### config.mk
export PLATFORM = sky130hd
export DESIGN_NAME = display_frame_builder_flat
export DESIGN_NICKNAME = d
export VERILOG_FILES = /design/src/rtl/display_pkg.sv /design/src/rtl/display_frame_builder_if.sv /design/src/rtl/seg7_hex_decode.sv /design/src/rtl/display_frame_builder.sv /design/src/flat_wrapper.sv
export SDC_FILE = /design/constraint.sdc
export NUM_CORES = 1
export LEC_CHECK = 0
export ABC_AREA = 1
export CORE_ASPECT_RATIO = 1.2
export CORE_MARGIN = 2
export CORE_UTILIZATION = 25
export CTS_BUF_LIST = sky130_fd_sc_hd__clkbuf_8 sky130_fd_sc_hd__clkbuf_16
export DETAILED_ROUTE_END_ITERATION = 10
export GPL_ROUTABILITY_DRIVEN = 1
export PLACE_DENSITY_LB_ADDON = 0.05
export SYNTH_ARGS = -nofsm -noshare
export SYNTH_HDL_FRONTEND = slang
export SYNTH_SLANG_ARGS = --single-unit
export TNS_END_PERCENT = 30
### constraint.sdc
create_clock -name clk -period 11.1 [get_ports clk]
set_clock_uncertainty 0.2 [all_clocks]
set_input_delay 1.11 -clock clk [delete_from_list [all_inputs] [get_ports clk]]
set_output_delay 1.11 -clock clk [all_outputs]
set_load 0.01 [all_outputs]
### src/rtl/display_pkg.sv
// ----------------------------------------------------------------------------
// display_pkg
// Shared definitions for the display frame builder: segment bit positions,
// the 7-segment hex glyph table, the commit/swap FSM state type and the
// default number of digit slots.
// ----------------------------------------------------------------------------
package display_pkg;

    localparam int unsigned DEFAULT_NUM_DIGITS = 9;

    // Bit positions within one 8-bit digit slot (active-high).
    localparam int unsigned SEG_A  = 0;
    localparam int unsigned SEG_B  = 1;
    localparam int unsigned SEG_C  = 2;
    localparam int unsigned SEG_D  = 3;
    localparam int unsigned SEG_E  = 4;
    localparam int unsigned SEG_F  = 5;
    localparam int unsigned SEG_G  = 6;
    localparam int unsigned SEG_DP = 7;

    // Segments g..a for nibble values 0..F.
    localparam logic [6:0] HEX_SEG [16] = '{
        7'h3F, 7'h06, 7'h5B, 7'h4F, 7'h66, 7'h6D, 7'h7D, 7'h07,
        7'h7F, 7'h6F, 7'h77, 7'h7C, 7'h39, 7'h5E, 7'h79, 7'h71
    };

    typedef enum logic [1:0] {
        IDLE,
        DRAIN,
        WAIT_SYNC,
        SWAP
    } fsm_state_e;

endpackage

### src/rtl/display_frame_builder_if.sv
// ----------------------------------------------------------------------------
// display_frame_builder_if
// Digit write channel of the display frame builder.
//   wr_valid  : write request (master -> slave)
//   wr_ready  : write accepted when wr_valid & wr_ready (slave -> master)
//   wr_digit  : target slot index
//   wr_raw    : 1 = wr_data holds raw segments, 0 = hex nibble + dp
//   wr_data   : raw segments, or [3:0] nibble and [4] decimal point
//   wr_err    : one-cycle pulse after an accepted out-of-range write
// ----------------------------------------------------------------------------
interface display_frame_builder_if;

    logic       wr_valid;
    logic       wr_ready;
    logic [3:0] wr_digit;
    logic       wr_raw;
    logic [7:0] wr_data;
    logic       wr_err;

    modport master (
        output wr_valid,
        output wr_digit,
        output wr_raw,
        output wr_data,
        input  wr_ready,
        input  wr_err
    );

    modport slave (
        input  wr_valid,
        input  wr_digit,
        input  wr_raw,
        input  wr_data,
        output wr_ready,
        output wr_err
    );

endinterface

### src/rtl/seg7_hex_decode.sv
// ----------------------------------------------------------------------------
// seg7_hex_decode
// Combinational hex-to-7-segment glyph decoder.
//   i_nibble : hex value 0..F
//   i_dp     : decimal point
//   o_seg    : segments a..g in bits 0..6, dp in bit 7, active-high
// ----------------------------------------------------------------------------
module seg7_hex_decode
    import display_pkg::*;
(
    input  logic [3:0] i_nibble,
    input  logic       i_dp,
    output logic [7:0] o_seg
);

    always_comb begin
        o_seg               = '0;
        o_seg[SEG_G:SEG_A]  = HEX_SEG[i_nibble];
        o_seg[SEG_DP]       = i_dp;
    end

endmodule

### src/rtl/display_frame_builder.sv
// ----------------------------------------------------------------------------
// display_frame_builder
// Double-buffered frame store for a multiplexed 7-segment display. Digit
// writes go through a two-stage pipeline (decode register, then back buffer).
// A commit publishes the back buffer to the front buffer on the next
// frame_sync so the serial shifter never sees a half-updated frame.
//
// Ports:
//   clk, rst      : clock (rising edge), asynchronous active-high reset
//   wr            : digit write channel (display_frame_builder_if.slave)
//   commit        : single-cycle request to publish the back buffer
//   frame_sync    : single-cycle frame-boundary pulse
//   blink_mask    : per-digit blink enable (only with DISPLAY_BLINK_EN)
//   display_bits  : front buffer, digit d in bits [8d+7:8d]
//   pending       : commit captured, swap not yet done
//
// Optional feature: define DISPLAY_BLINK_EN to add blink_mask and a blink
// phase that blanks masked digits every other BLINK_DIV frame_sync pulses.
// ----------------------------------------------------------------------------
module display_frame_builder
    import display_pkg::*;
#(
    parameter int unsigned NUM_DIGITS = DEFAULT_NUM_DIGITS,
    parameter int unsigned BLINK_DIV  = 8
) (
    input  logic                    clk,
    input  logic                    rst,
    display_frame_builder_if.slave  wr,
    input  logic                    commit,
    input  logic                    frame_sync,
`ifdef DISPLAY_BLINK_EN
    input  logic [NUM_DIGITS-1:0]   blink_mask,
`endif
    output logic [8*NUM_DIGITS-1:0] display_bits,
    output logic                    pending
);

    // Elaboration-time parameter sanity: slot index is 4 bits wide.
    if (NUM_DIGITS < 1 || NUM_DIGITS > 16) begin : g_bad_num_digits
        $error("NUM_DIGITS must be in 1..16");
    end
    if (BLINK_DIV < 1 || BLINK_DIV > 65536) begin : g_bad_blink_div
        $error("BLINK_DIV must be in 1..65536");
    end

    // ------------------------------------------------------------------------
    // Write pipeline
    // ------------------------------------------------------------------------
    logic                    w_wr_ready;
    logic                    w_accept;
    logic                    w_out_of_range;
    logic [7:0]              w_hex_seg;

    logic                    r_dec_valid;
    logic [3:0]              r_dec_digit;
    logic [7:0]              r_dec_seg;
    logic                    r_wr_err;
    logic [8*NUM_DIGITS-1:0] r_back;

    fsm_state_e              r_state;
    logic                    r_wr_ready;
    logic                    r_pending;
    logic [8*NUM_DIGITS-1:0] r_front;

    // r_wr_ready resets to 1 so the first cycle after rst falls is ready;
    // the rst gate keeps wr_ready low while reset is held.
    assign w_wr_ready     = r_wr_ready & ~rst;
    assign w_accept       = wr.wr_valid & w_wr_ready;
    assign w_out_of_range = 32'(wr.wr_digit) >= NUM_DIGITS;

    assign wr.wr_ready    = w_wr_ready;
    assign wr.wr_err      = r_wr_err;
    assign pending        = r_pending;

    seg7_hex_decode u_hex_decode (
        .i_nibble (wr.wr_data[3:0]),
        .i_dp     (wr.wr_data[4]),
        .o_seg    (w_hex_seg)
    );

    always_ff @(posedge clk or posedge rst) begin
        if (rst) begin
            r_dec_valid <= 1'b0;
            r_dec_digit <= '0;
            r_dec_seg   <= '0;
            r_wr_err    <= 1'b0;
            r_back      <= '0;
        end else begin
            // Out-of-range writes still occupy the pipeline so a same-cycle
            // commit drains them like any other write; they just never match
            // a slot below.
            r_dec_valid <= w_accept;
            r_wr_err    <= w_accept & w_out_of_range;
            if (w_accept) begin
                r_dec_digit <= wr.wr_digit;
                r_dec_seg   <= wr.wr_raw ? wr.wr_data : w_hex_seg;
            end
            for (int d = 0; d < NUM_DIGITS; d++) begin
                if (r_dec_valid && r_dec_digit == 4'(d)) begin
                    r_back[8*d +: 8] <= r_dec_seg;
                end
            end
        end
    end

    // ------------------------------------------------------------------------
    // Commit / swap FSM
    // ------------------------------------------------------------------------
`ifdef DISPLAY_BLINK_EN
    logic [NUM_DIGITS-1:0] r_mask;
`endif

    always_ff @(posedge clk or posedge rst) begin
        if (rst) begin
            r_state    <= IDLE;
            r_wr_ready <= 1'b1;
            r_pending  <= 1'b0;
            r_front    <= '0;
`ifdef DISPLAY_BLINK_EN
            r_mask     <= '0;
`endif
        end else begin
            case (r_state)
                IDLE: begin
                    if (commit) begin
                        r_wr_ready <= 1'b0;
                        r_pending  <= 1'b1;
                        // A write accepted this same cycle is still in flight.
                        r_state    <= (r_dec_valid || w_accept) ? DRAIN : WAIT_SYNC;
                    end
                end
                DRAIN: begin
                    if (!r_dec_valid) begin
                        r_state <= WAIT_SYNC;
                    end
                end
                WAIT_SYNC: begin
                    if (frame_sync) begin
                        r_pending <= 1'b0;
                        r_state   <= SWAP;
                    end
                end
                SWAP: begin
                    r_front    <= r_back;
`ifdef DISPLAY_BLINK_EN
                    r_mask     <= blink_mask;
`endif
                    r_wr_ready <= 1'b1;
                    r_state    <= IDLE;
                end
                default: begin
                    r_state <= IDLE;
                end
            endcase
        end
    end

    // ------------------------------------------------------------------------
    // Output stage
    // ------------------------------------------------------------------------
`ifdef DISPLAY_BLINK_EN
    logic [15:0] r_blink_cnt;
    logic        r_phase;

    always_ff @(posedge clk or posedge rst) begin
        if (rst) begin
            r_blink_cnt <= '0;
            r_phase     <= 1'b0;
        end else if (frame_sync) begin
            if (r_blink_cnt == 16'(BLINK_DIV - 1)) begin
                r_blink_cnt <= '0;
                r_phase     <= ~r_phase;
            end else begin
                r_blink_cnt <= r_blink_cnt + 16'd1;
            end
        end
    end

    always_comb begin
        display_bits = r_front;
        for (int d = 0; d < NUM_DIGITS; d++) begin
            if (r_phase && r_mask[d]) begin
                display_bits[8*d +: 8] = 8'h00;
            end
        end
    end
`else
    assign display_bits = r_front;
`endif

endmodule

### src/flat_wrapper.sv
// flat-port wrapper written by rule: the top's interface ports become plain ports
module display_frame_builder_flat import display_pkg::*;
#(
    parameter int unsigned NUM_DIGITS = DEFAULT_NUM_DIGITS,
    parameter int unsigned BLINK_DIV  = 8
)
  (clk, rst, commit, frame_sync, display_bits, pending, wr_wr_valid, wr_wr_digit, wr_wr_raw, wr_wr_data, wr_wr_ready, wr_wr_err);
  display_frame_builder_if wr_i ();
  input  logic clk;
  input  logic rst;
  input  logic commit;
  input  logic frame_sync;
  output logic [8*NUM_DIGITS-1:0] display_bits;
  output logic pending;
  input wire logic [$bits(wr_i.wr_valid)-1:0] wr_wr_valid;
  input wire logic [$bits(wr_i.wr_digit)-1:0] wr_wr_digit;
  input wire logic [$bits(wr_i.wr_raw)-1:0] wr_wr_raw;
  input wire logic [$bits(wr_i.wr_data)-1:0] wr_wr_data;
  output wire logic [$bits(wr_i.wr_ready)-1:0] wr_wr_ready;
  output wire logic [$bits(wr_i.wr_err)-1:0] wr_wr_err;
  assign wr_i.wr_valid = wr_wr_valid;
  assign wr_i.wr_digit = wr_wr_digit;
  assign wr_i.wr_raw = wr_wr_raw;
  assign wr_i.wr_data = wr_wr_data;
  assign wr_wr_ready = wr_i.wr_ready;
  assign wr_wr_err = wr_i.wr_err;
  display_frame_builder #(.NUM_DIGITS(NUM_DIGITS), .BLINK_DIV(BLINK_DIV)) u_core (.clk(clk), .rst(rst), .wr(wr_i), .commit(commit), .frame_sync(frame_sync), .display_bits(display_bits), .pending(pending));
endmodule
==> results.json <==
{
  "outcome": "finished, final reports clean",
  "syn-mean-instance-area_um2": 9.02,
  "syn2layout_area_growth_pct": 29.1,
  "ys_seq_elements": 162,
  "rows": 64,
  "dp_hpwl_mm": 10.5,
  "hold_path_class": "register to register",
  "grt_antenna_before_repair": 0,
  "p_int_mw": 1.50,
  "worstPathRequired_ns": 9.79,
  "critical_path.most_common_cell": "sky130_fd_sc_hd__clkdlybuf4s50_1",
  "power.share.combinational": 0.301,
  "post_synth_inst_count": 710,
  "grt_most_used_layer": "met2",
  "total_switching_power_mw": 0.770,
  "drcViolationCount": 0,
  "ys_warn_count": 0,
  "power.total_mw": 2.27,
  "fraction_of_the_cycle_the_final_worst_path_needs": 0.322,
  "detail-route-antenna-nets": 0,
  "holdCritStartpoint": "u_core.display_bits[19]$_DFFE_PP0P_",
  "maximum_clock_frequency_mhz": 280,
  "mostFrequentLayoutCells": "352 x sky130_fd_sc_hd__nand2_1, 161 x sky130_fd_sc_hd__dfrtp_1, 92 x sky130_fd_sc_hd__clkdlybuf4s50_1, 80 x sky130_fd_sc_hd__o21ai_0, 29 x sky130_fd_sc_hd__inv_1",
  "drtPass1Iterations": 4,
  "max_cap_check_violation_count": 0,
  "path_clk_slew_ns": 0.06,
  "pwr_density_cell_nw_per_um2": 274,
  "vias": 4786,
  "timing.critical_path.from_type": "input pin",
  "n_antenna_cell": 0,
  "cp_data_arrival_time_ns": 2.27,
  "initialDrtViolationCount": 250,
  "drive_above_1_share": 0.0506,
  "power_leakage_nw": 4.10,
  "cts_tree": "built",
  "design.final.nets": 827,
  "mostFrequentLayoutCell": "sky130_fd_sc_hd__nand2_1",
  "grt.total_usage": 0.130,
  "clock_tree.htree_level_count": 4,
  "avgRoutedWirePerCell_um": 14.3,
  "worstSetupEndpointType": "output pin",
  "die_x_um": 150,
  "pwr-share-clk": 0.281,
  "worstReg2RegStart": "u_core.r_state[1]$_DFFE_PP0P_",
  "finalSetupTns_ns": 0,
  "setup_repair_after_global_routing_missed_its_margin": "no",
  "holdBufCountCts": 0,
  "critical_path.max_stage_delay_ns": 0.54,
  "chipHeight_um": 179,
  "synth_largest_area_cell": "sky130_fd_sc_hd__dfrtp_1",
  "grt_overflow_total": 0,
  "finalHoldViolations": 0,
  "post_cts_setup_buffer_count": 0,
  "pwr-share-seq": 0.418,
  "maxSlewHeadroom": 0.375,
  "initial_standard_cell_utilization_of_the_core": 0.252,
  "cts_inserted_buffers": 17,
  "synth_sequential_area_ratio": 0.633,
  "port-buffer-count": 92,
  "ctsResizeCount": 0,
  "fraction_of_met1_tracks_used_by_global_routing": 0.174,
  "mappedNetlistNets": 740,
  "startpoint": "rst",
  "crit_path_top_delay_cell": "sky130_fd_sc_hd__clkdlybuf4s50_1",
  "synthTopCellsByArea": "sky130_fd_sc_hd__dfrtp_1 63%, sky130_fd_sc_hd__nand2_1 21%, sky130_fd_sc_hd__o21ai_0 6.2%, sky130_fd_sc_hd__ha_1 2.3%, sky130_fd_sc_hd__inv_1 1.8%",
  "worst-setup-path-type": "input pin to output pin",
  "met2_usage": 0.208,
  "yosysUniqueCellTypes": 21,
  "via_count_of_the_first_global_routing_pass": 4861,
  "power.ir.vdd_worst_mv": 0.0990,
  "first_pass_grt_wire_length_mm": 26.6,
  "core_area_um2": 25400,
  "final-max-slew-violation-count": 0,
  "path_max_fanout": 2,
  "worst-slew-pin-transition_ns": 0.937,
  "finalWirelength_mm": 16.3,
  "grt_max_degree": 93,
  "layout_min_cycle_time_ns": 3.58,
  "viasPerCell": 4.20,
  "mappedNetlistArea_um2": 6410,
  "setup_viol_count_final": 0,
  "io_pins": 93,
  "clkLatencyLatePin_ns": 0.42,
  "clock_sink_count": 162,
  "synthDominantCellAreaShare": 0.629,
  "weighted_congestion_at_the_end_of_routability_driven_global_placement": 0.721,
  "path_cells": "clkdlybuf4s50_1, nor2_1, clkdlybuf4s50_1",
  "power.switching_fraction": 0.339,
  "clock_path_buffers": 2,
  "groute.layer.met3.usage": 0.0319,
  "ctsRootBufferMaster": "sky130_fd_sc_hd__clkbuf_16",
  "area_of_the_die_um2": 26900
}
layer usage:
metal | part of all wire | routed length [µm]
met3 | 0.036 | 587
met4 | 0.011 | 172
met1 | 0.48 | 7810
met5 | 0 | 0
met2 | 0.47 | 7680
registers in the layout, summed over array words and instances, names as in the netlist:
register             count
u_core.r_dec_valid       1
u_core.pending           1
u_core.r_wr_ready        1
u_core.display_bits     72
u_core.r_dec_seg         8
u_core.wr.wr_err         1
u_core.r_dec_digit       4
u_core.r_state           2
u_core.r_back           72
final cells by class:
cell class	instances	area, µm²
Clock buffer	18	439
Clock inverter	14	203
Fill cell	2675	17100
Inverter	33	129
Multi-Input combinational cell	488	2090
Sequential cell	162	4060
Tap cell	330	413
Timing Repair Buffer	95	943
cell usage after synthesis, drive strengths merged:
master and count:
buf 11, dfstp 1, clkbuf 16, a21boi 1, o21ai 83, o211ai 1, clkinv 2, nor2 16
a21oi 8, dfrtp 161, ha 12, nand3 13, inv 31, nand2 352, a22o 1, nor3 1
power by group through the flow:
stage / combinational (mW) / sequential [mW] / clock, mW
after global routing: 0.785 / 0.980 / 0.683
after CTS: 0.709 / 0.954 / 0.659
after global placement: 0.693 / 0.958 / 0
after floorplan: 0.314 / 0.977 / 0
after detailed placement: 0.706 / 0.962 / 0
final: 0.683 / 0.949 / 0.639
kinds of logic after synthesis:
family,synth area share
flip-flops,0.633
buffers and inverters,0.0412
adder cells (fa/ha/maj),0.0234
AO/OA/AOI/OAI,0.0748
AND/OR/NAND/NOR,0.228
path summary, 6_finish.rpt:
path	depth (start not counted)	slack (ns)	endpoint
min	2	0.27	u_core.display_bits[19]$_DFFE_PP0P_
max reg2reg	5	9.09	u_core.display_bits[44]$_DFFE_PP0P_
min reg2reg	2	0.27	u_core.display_bits[19]$_DFFE_PP0P_
max in group asynchronous	3	8.12	u_core.r_back[3]$_DFFE_PP0P_
max	3	7.52	wr_wr_ready
min in group asynchronous	2	1.04	u_core.display_bits[69]$_DFFE_PP0P_
per-stage QoR:
stage                     cell area (µm²)  cells  hold slack (ns)   util  worst slack [ns]
after global routing                 8270   1140            0.286  0.326              7.45
after global placement               7630   1108            0.257  0.301              7.52
after detailed placement             7630   1108            0.259  0.301              7.44
after CTS                            8270   1140            0.275  0.326              7.51
final                                8270   1140            0.270  0.326              7.52
after floorplan                      6410    710            0.246      -              5.23
worst max-delay path, delay by kind of cell:
| family | cells | cell delay, ns |
|---|---|---|
| buf+inv | 2 | 1.03 |
| simple gates | 1 | 0.13 |
Power figures use the tool's default switching activity.
